$ cat src/rtl/serving_timer_pkg.sv
// Shared definitions for the serving machine timer: register word indices,
// CTRL field positions and the byte-enable merge used by every writable register.
package serving_timer_pkg;

    localparam logic [2:0] REG_MTIME_LO = 3'd0;
    localparam logic [2:0] REG_MTIME_HI = 3'd1;
    localparam logic [2:0] REG_CMP_LO   = 3'd2;
    localparam logic [2:0] REG_CMP_HI   = 3'd3;
    localparam logic [2:0] REG_CTRL     = 3'd4;
    localparam logic [2:0] REG_STATUS   = 3'd5;

    localparam int CTRL_EN        = 0;
    localparam int CTRL_PRESC_LSB = 8;

    function automatic logic [31:0] merge_bytes(input logic [31:0] cur,
                                                input logic [31:0] dat,
                                                input logic [3:0]  sel);
        logic [31:0] res;
        for (int b = 0; b < 4; b++) begin
            res[8*b +: 8] = sel[b] ? dat[8*b +: 8] : cur[8*b +: 8];
        end
        return res;
    endfunction

endpackage

$ cat src/rtl/serving_timer_presc.sv
// Timer prescaler: a down-counter reloaded with the divider value, ticking on
// terminal count 0, so one tick is produced every PRESC+1 enabled cycles.
module serving_timer_presc #(
    parameter int PRESC_W = 8
) (
    input  logic               i_clk,
    input  logic               i_rst_n,
    input  logic               i_en,
    input  logic               i_clr,
    input  logic [PRESC_W-1:0] i_presc,
    output logic               o_tick
);

    logic [PRESC_W-1:0] cnt_q, cnt_d;

    assign o_tick = i_en && (cnt_q == '0);

    // i_presc is the divider that holds after this edge, so a CTRL write reloads the new value
    always_comb begin
        cnt_d = cnt_q;
        if (i_clr) begin
            cnt_d = i_presc;
        end else if (!i_en) begin
            cnt_d = '0;
        end else if (o_tick) begin
            cnt_d = i_presc;
        end else begin
            cnt_d = cnt_q - 1'b1;
        end
    end

    always_ff @(posedge i_clk or negedge i_rst_n) begin
        if (!i_rst_n) begin
            cnt_q <= '0;
        end else begin
            cnt_q <= cnt_d;
        end
    end

endmodule

$ cat src/rtl/serving_timer.sv
// 64-bit RISC-V machine timer on the serving external Wishbone port: mtime,
// mtimecmp, a read shadow for tear-free 64-bit reads, and a level timer irq.
module serving_timer
    import serving_timer_pkg::*;
#(
    parameter int          PRESC_W   = 8,
    parameter logic [63:0] CMP_RESET = 64'hFFFF_FFFF_FFFF_FFFF
) (
    input  logic        i_clk,
    input  logic        i_rst_n,
    input  logic [31:0] i_wb_adr,
    input  logic [31:0] i_wb_dat,
    input  logic [3:0]  i_wb_sel,
    input  logic        i_wb_we,
    input  logic        i_wb_stb,
    output logic [31:0] o_wb_rdt,
    output logic        o_wb_ack,
    output logic        o_timer_irq
);

    logic               ack_q, ack_d;
    logic [31:0]        rdt_q, rdt_d;
    logic               irq_q, irq_d;
    logic [63:0]        mtime_q, mtime_d;
    logic [63:0]        cmp_q, cmp_d;
    logic [31:0]        shadow_q, shadow_d;
    logic               en_q, en_d;
    logic [PRESC_W-1:0] presc_q, presc_d;
    logic               tick, presc_clr;
    logic [2:0]         idx;
    logic               req, wr, rd;
    logic [31:0]        ctrl_rd, ctrl_wr, hi_wr;
    logic               unused_bits;

    assign idx         = i_wb_adr[4:2];
    assign req         = i_wb_stb & ~ack_q;
    assign wr          = req & i_wb_we;
    assign rd          = req & ~i_wb_we;
    assign unused_bits = ^{i_wb_adr[31:5], i_wb_adr[1:0], ctrl_wr};

    always_comb begin
        ctrl_rd                             = '0;
        ctrl_rd[CTRL_EN]                    = en_q;
        ctrl_rd[CTRL_PRESC_LSB +: PRESC_W]  = presc_q;
    end

    assign ctrl_wr = merge_bytes(ctrl_rd, i_wb_dat, i_wb_sel);
    assign hi_wr   = merge_bytes(mtime_q[63:32], i_wb_dat, i_wb_sel);

    serving_timer_presc #(.PRESC_W(PRESC_W)) u_presc (
        .i_clk   (i_clk),
        .i_rst_n (i_rst_n),
        .i_en    (en_q),
        .i_clr   (presc_clr),
        .i_presc (presc_d),
        .o_tick  (tick)
    );

    always_comb begin
        ack_d     = i_wb_stb & ~ack_q;
        rdt_d     = '0;
        irq_d     = (mtime_q >= cmp_q);
        mtime_d   = mtime_q + 64'(tick);
        cmp_d     = cmp_q;
        shadow_d  = shadow_q;
        en_d      = en_q;
        presc_d   = presc_q;
        presc_clr = 1'b0;

        // a bus write to either mtime half replaces this cycle's increment entirely
        if (wr) begin
            case (idx)
                REG_MTIME_LO: mtime_d = {mtime_q[63:32], merge_bytes(mtime_q[31:0], i_wb_dat, i_wb_sel)};
                REG_MTIME_HI: begin
                    mtime_d  = {hi_wr, mtime_q[31:0]};
                    shadow_d = hi_wr;
                end
                REG_CMP_LO:   cmp_d[31:0]  = merge_bytes(cmp_q[31:0], i_wb_dat, i_wb_sel);
                REG_CMP_HI:   cmp_d[63:32] = merge_bytes(cmp_q[63:32], i_wb_dat, i_wb_sel);
                REG_CTRL: begin
                    en_d      = ctrl_wr[CTRL_EN];
                    presc_d   = ctrl_wr[CTRL_PRESC_LSB +: PRESC_W];
                    presc_clr = 1'b1;
                end
                default: ;
            endcase
        end

        if (rd) begin
            case (idx)
                REG_MTIME_LO: begin
                    rdt_d    = mtime_q[31:0];
                    shadow_d = mtime_q[63:32];
                end
                REG_MTIME_HI: rdt_d = shadow_q;
                REG_CMP_LO:   rdt_d = cmp_q[31:0];
                REG_CMP_HI:   rdt_d = cmp_q[63:32];
                REG_CTRL:     rdt_d = ctrl_rd;
                REG_STATUS:   rdt_d = {31'h0, irq_q};
                default:      rdt_d = '0;
            endcase
        end
    end

    always_ff @(posedge i_clk or negedge i_rst_n) begin
        if (!i_rst_n) begin
            ack_q    <= 1'b0;
            rdt_q    <= '0;
            irq_q    <= 1'b0;
            mtime_q  <= '0;
            cmp_q    <= CMP_RESET;
            shadow_q <= '0;
            en_q     <= 1'b1;
            presc_q  <= '0;
        end else begin
            ack_q    <= ack_d;
            rdt_q    <= rdt_d;
            irq_q    <= irq_d;
            mtime_q  <= mtime_d;
            cmp_q    <= cmp_d;
            shadow_q <= shadow_d;
            en_q     <= en_d;
            presc_q  <= presc_d;
        end
    end

    assign o_wb_ack    = ack_q;
    assign o_wb_rdt    = rdt_q;
    assign o_timer_irq = irq_q;

endmodule

$ cat config.mk
export PLATFORM = sky130hd
export DESIGN_NAME = serving_timer
export DESIGN_NICKNAME = d
export VERILOG_FILES = /design/src/rtl/serving_timer_pkg.sv /design/src/rtl/serving_timer_presc.sv /design/src/rtl/serving_timer.sv
export SDC_FILE = /design/constraint.sdc
export NUM_CORES = 1
export LEC_CHECK = 0
export ABC_AREA = 1
export BUFFER_PORTS_ARGS = -buffer_cell sky130_fd_sc_hd__buf_2
export CAP_MARGIN = 20
export CELL_PAD_IN_SITES_DETAIL_PLACEMENT = 1
export CELL_PAD_IN_SITES_GLOBAL_PLACEMENT = 1
export CORE_MARGIN = 8
export CORE_UTILIZATION = 40
export CTS_CLUSTER_DIAMETER = 150
export DETAILED_ROUTE_END_ITERATION = 10
export PLACE_DENSITY_LB_ADDON = 0.05
export REMOVE_ABC_BUFFERS = 1
export SLEW_MARGIN = 5
export SYNTH_ARGS = -nofsm -noshare
export SYNTH_HDL_FRONTEND = slang
export SYNTH_HIERARCHICAL = 1
export SYNTH_SLANG_ARGS = --single-unit
$ cat constraint.sdc
create_clock -name i_clk -period 5.4 [get_ports i_clk]
set_input_delay 1.08 -clock i_clk [delete_from_list [all_inputs] [get_ports i_clk]]
set_output_delay 1.08 -clock i_clk [all_outputs]
set_load 0.1 [all_outputs]
==> flow_summary.yaml <==
run_status:
  status: "finished clean"
logic_synthesis:
  ys_seq_elements: 211
  synthesis.area_sq_um: 13500
  synth_cells: 1838
  ys_seq_area_frac: 0.398
  synth-async-reset-ratio: 1.00
  synthDistinctLibCells: 51
  synth_area_per_cell_sq_um: 7.32
  synth_top_area_share: 0.271
  yosys_warnings: 6
  ys_top_cells_by_count: "nand2_1 (477), inv_1 (258), nor2_1 (178), o21ai_0 (166), dfrtp_1 (146)"
  synth_top_cell_by_area: "dfrtp_1"
  synth_area_leaders: "dfrtp_1 (27%), nand2_1 (13%), dfstp_2 (13%)"
  synth_edf_count: 0
  synthFlopType: "dfrtp_1"
  synth.most_common_cell: "nand2_1"
placed_design:
  place_area_sq_um: 14300
  pre_cts_ws_ns: 1.99
  place_hpwl_mm: 37.5
  dp.cells: 2319
  io_buffer_count: 76
  gp_congestion: 0.950
hold_path:
  hp-class: "reg -> reg"
  hold_path_end: "cmp_q[28]"
  whs_path_depth: 2
  hp-start: "cmp_q[28]"
flow_run:
  cap_violations: 0
floorplan:
  core-area_sq_um: 33400
  fp.dieW_um: 199
  die-area_sq_um: 39800
  floorplan.rows: 67
  die_h_um: 199
  initial_core_util: 0.403
  io_pins: 106
clock_tree:
  cts_tree: "done"
  cts_sinks: 211
  clock_latency_ns: 0.57
  cts_buffer_depth: 3
  cts_root_buf: "clkbuf_16"
  ctsHoldBuffers: 0
  numCtsBuffers: 26
  clk_pin_slew_ns: 0.06
  htreeDepth: 1
  cts_resized: 0
  postCtsSetupBuffers: 0
global_routing:
  grt_max_degree: 102
  grt-ovfl-total: 0
  grt_usage: 0.260
  grt_pass1_wl_mm: 79.4
  grt_antenna_before_repair: 0
  grt_pass1_vias: 13500
layout:
  diodes: 0
  fill_cells: 4284
  final_cells: 2367
  final_area_sq_um: 15200
  area_growth_pct: 12.9
  post-route-util: 0.455
  fin_nets: 2038
  drive_above_1_share: 0.130
timing:
  finalCriticalPeriod_ns: 3.29
  timing.setup.tns_ns: 0
  fin_crit_sh: 0.610
  hold_ws_ns: 0.491
  hold_violations: 0
  layout_setup_ws_ns: 2.11
  tightest_slew_ns: 0.934
  skew_ns: 0.0114
  setup_viol: 0
  maxSlewHeadroom: 0.377
  grt_setup_unrepaired: "false"
  fmax_mhz: 304
  maxSlewViolCount: 0
route:
  wirelength_mm: 51.2
  vias: 12900
  first_iter_violations: 712
  drc: 0
  ant_nets: 0
  drtPass1Iterations: 5
  vias_per_cell: 5.47
  wire_per_inst_um: 21.6
worst_setup_path:
  cp_cell_sequence: "inv_1, ha_1, nand3_2, nor2_4, ha_1, ha_1, nand3_2, inv_1, nand2_1, nor2_1, nand4_1, o21ai_0, nand2_1, nand2_1"
  r2r_start: "u_presc/cnt_q[0]"
  cp.required_ns: 5.91
  crit_path_max_fanout: 4
  worstPathArrival_ns: 3.80
  rr_endpoint: "mtime_q[56]"
  critPathCaptureType: "register"
  startpoint_type: "register"
  critPathKind: "reg -> reg"
  cp-startpoint: "u_presc/cnt_q[0]"
  cpMaxStageDelayCell: "nand4_1"
  cpPeakStageDelay_ns: 0.42
  rrSetupSlack_ns: 2.11
  reg2regPathDepth: 14
power:
  p_total_mw: 6.12
  powerDensity_nw_per_um2: 403
  p_leak_nw: 7.20
  vdd_drop_max_mv: 0.249
-- layout by cell type (no fill, tap or decap), types with 65 or more instances in the layout --
| cell type | n |
|---|---|
| buf_2 | 75 |
| inv_1 | 258 |
| dfstp_2 | 65 |
| a21oi_1 | 81 |
| o21ai_0 | 166 |
| ha_1 | 67 |
| dfrtp_1 | 146 |
| nand2_1 | 477 |
| nor2_1 | 178 |
| nand3_1 | 89 |
-- area by class of cell --
type                       count  area (sq um)  share of cell area
clock buffer                  38           797              0.0525
clock inverter                10           128             0.00840
inverter                     267          1000              0.0661
multi-input combinational   1303          6840               0.451
sequential                   211          5360               0.353
tap                          448           561              0.0369
timing repair buffer          90           495              0.0326
-- worst max-delay path by stage --
stage | slack, ns | end
after floorplan | 1.88 | shadow_q[10]
after global placement | 2.06 | mtime_q[21]
after detailed placement | 1.99 | mtime_q[21]
after CTS | 2.09 | mtime_q[48]
after global routing | 1.89 | mtime_q[48]
final | 2.11 | mtime_q[56]
-- layer usage --
layer	global-route usage	up-vias	part of all wire	wire length [um]
li1	-	6139	-	-
met1	0.343	6404	0.46	23300
met5	0	-	0	0
met3	0.0367	103	0.043	2180
met2	0.427	296	0.46	23500
met4	0.101	0	0.043	2180
-- flip-flops by register name, indices dropped and copies added (netlist names) --
signal	flops
o_wb_rdt	32
mtime_q	64
cmp_q	64
shadow_q	32
presc_q	8
o_timer_irq	1
u_presc/cnt_q	8
o_wb_ack	1
en_q	1
-- worst max-delay path: cells and delay by family (launching register included) --
kind	cells	cell delay [ns]
AO/OA/AOI/OAI	1	0.31
adder cells (fa/ha/maj)	3	0.77
buffers and inverters	2	0.26
flip-flops	1	0.36
AND/OR/NAND/NOR	8	1.52
-- power by group --
part | switching [mW] | internal [mW] | total, mW
logic | 1.14 | 0.640 | 1.78
clock network | 0.747 | 1.16 | 1.91
registers | 0.457 | 1.98 | 2.43
-- kinds of logic after synthesis --
kind of cell,count (synthesis),share of synthesized area
buffers and inverters,324,0.0935
adders and majority gates,67,0.0623
and+or+nand+nor,831,0.264
muxes,1,0.000744
DFF,211,0.398
AOI/OAI and AO/OA,374,0.162
xor gates and xnor gates,30,0.0195
Note: power is estimated with default switching activity, not from simulation.
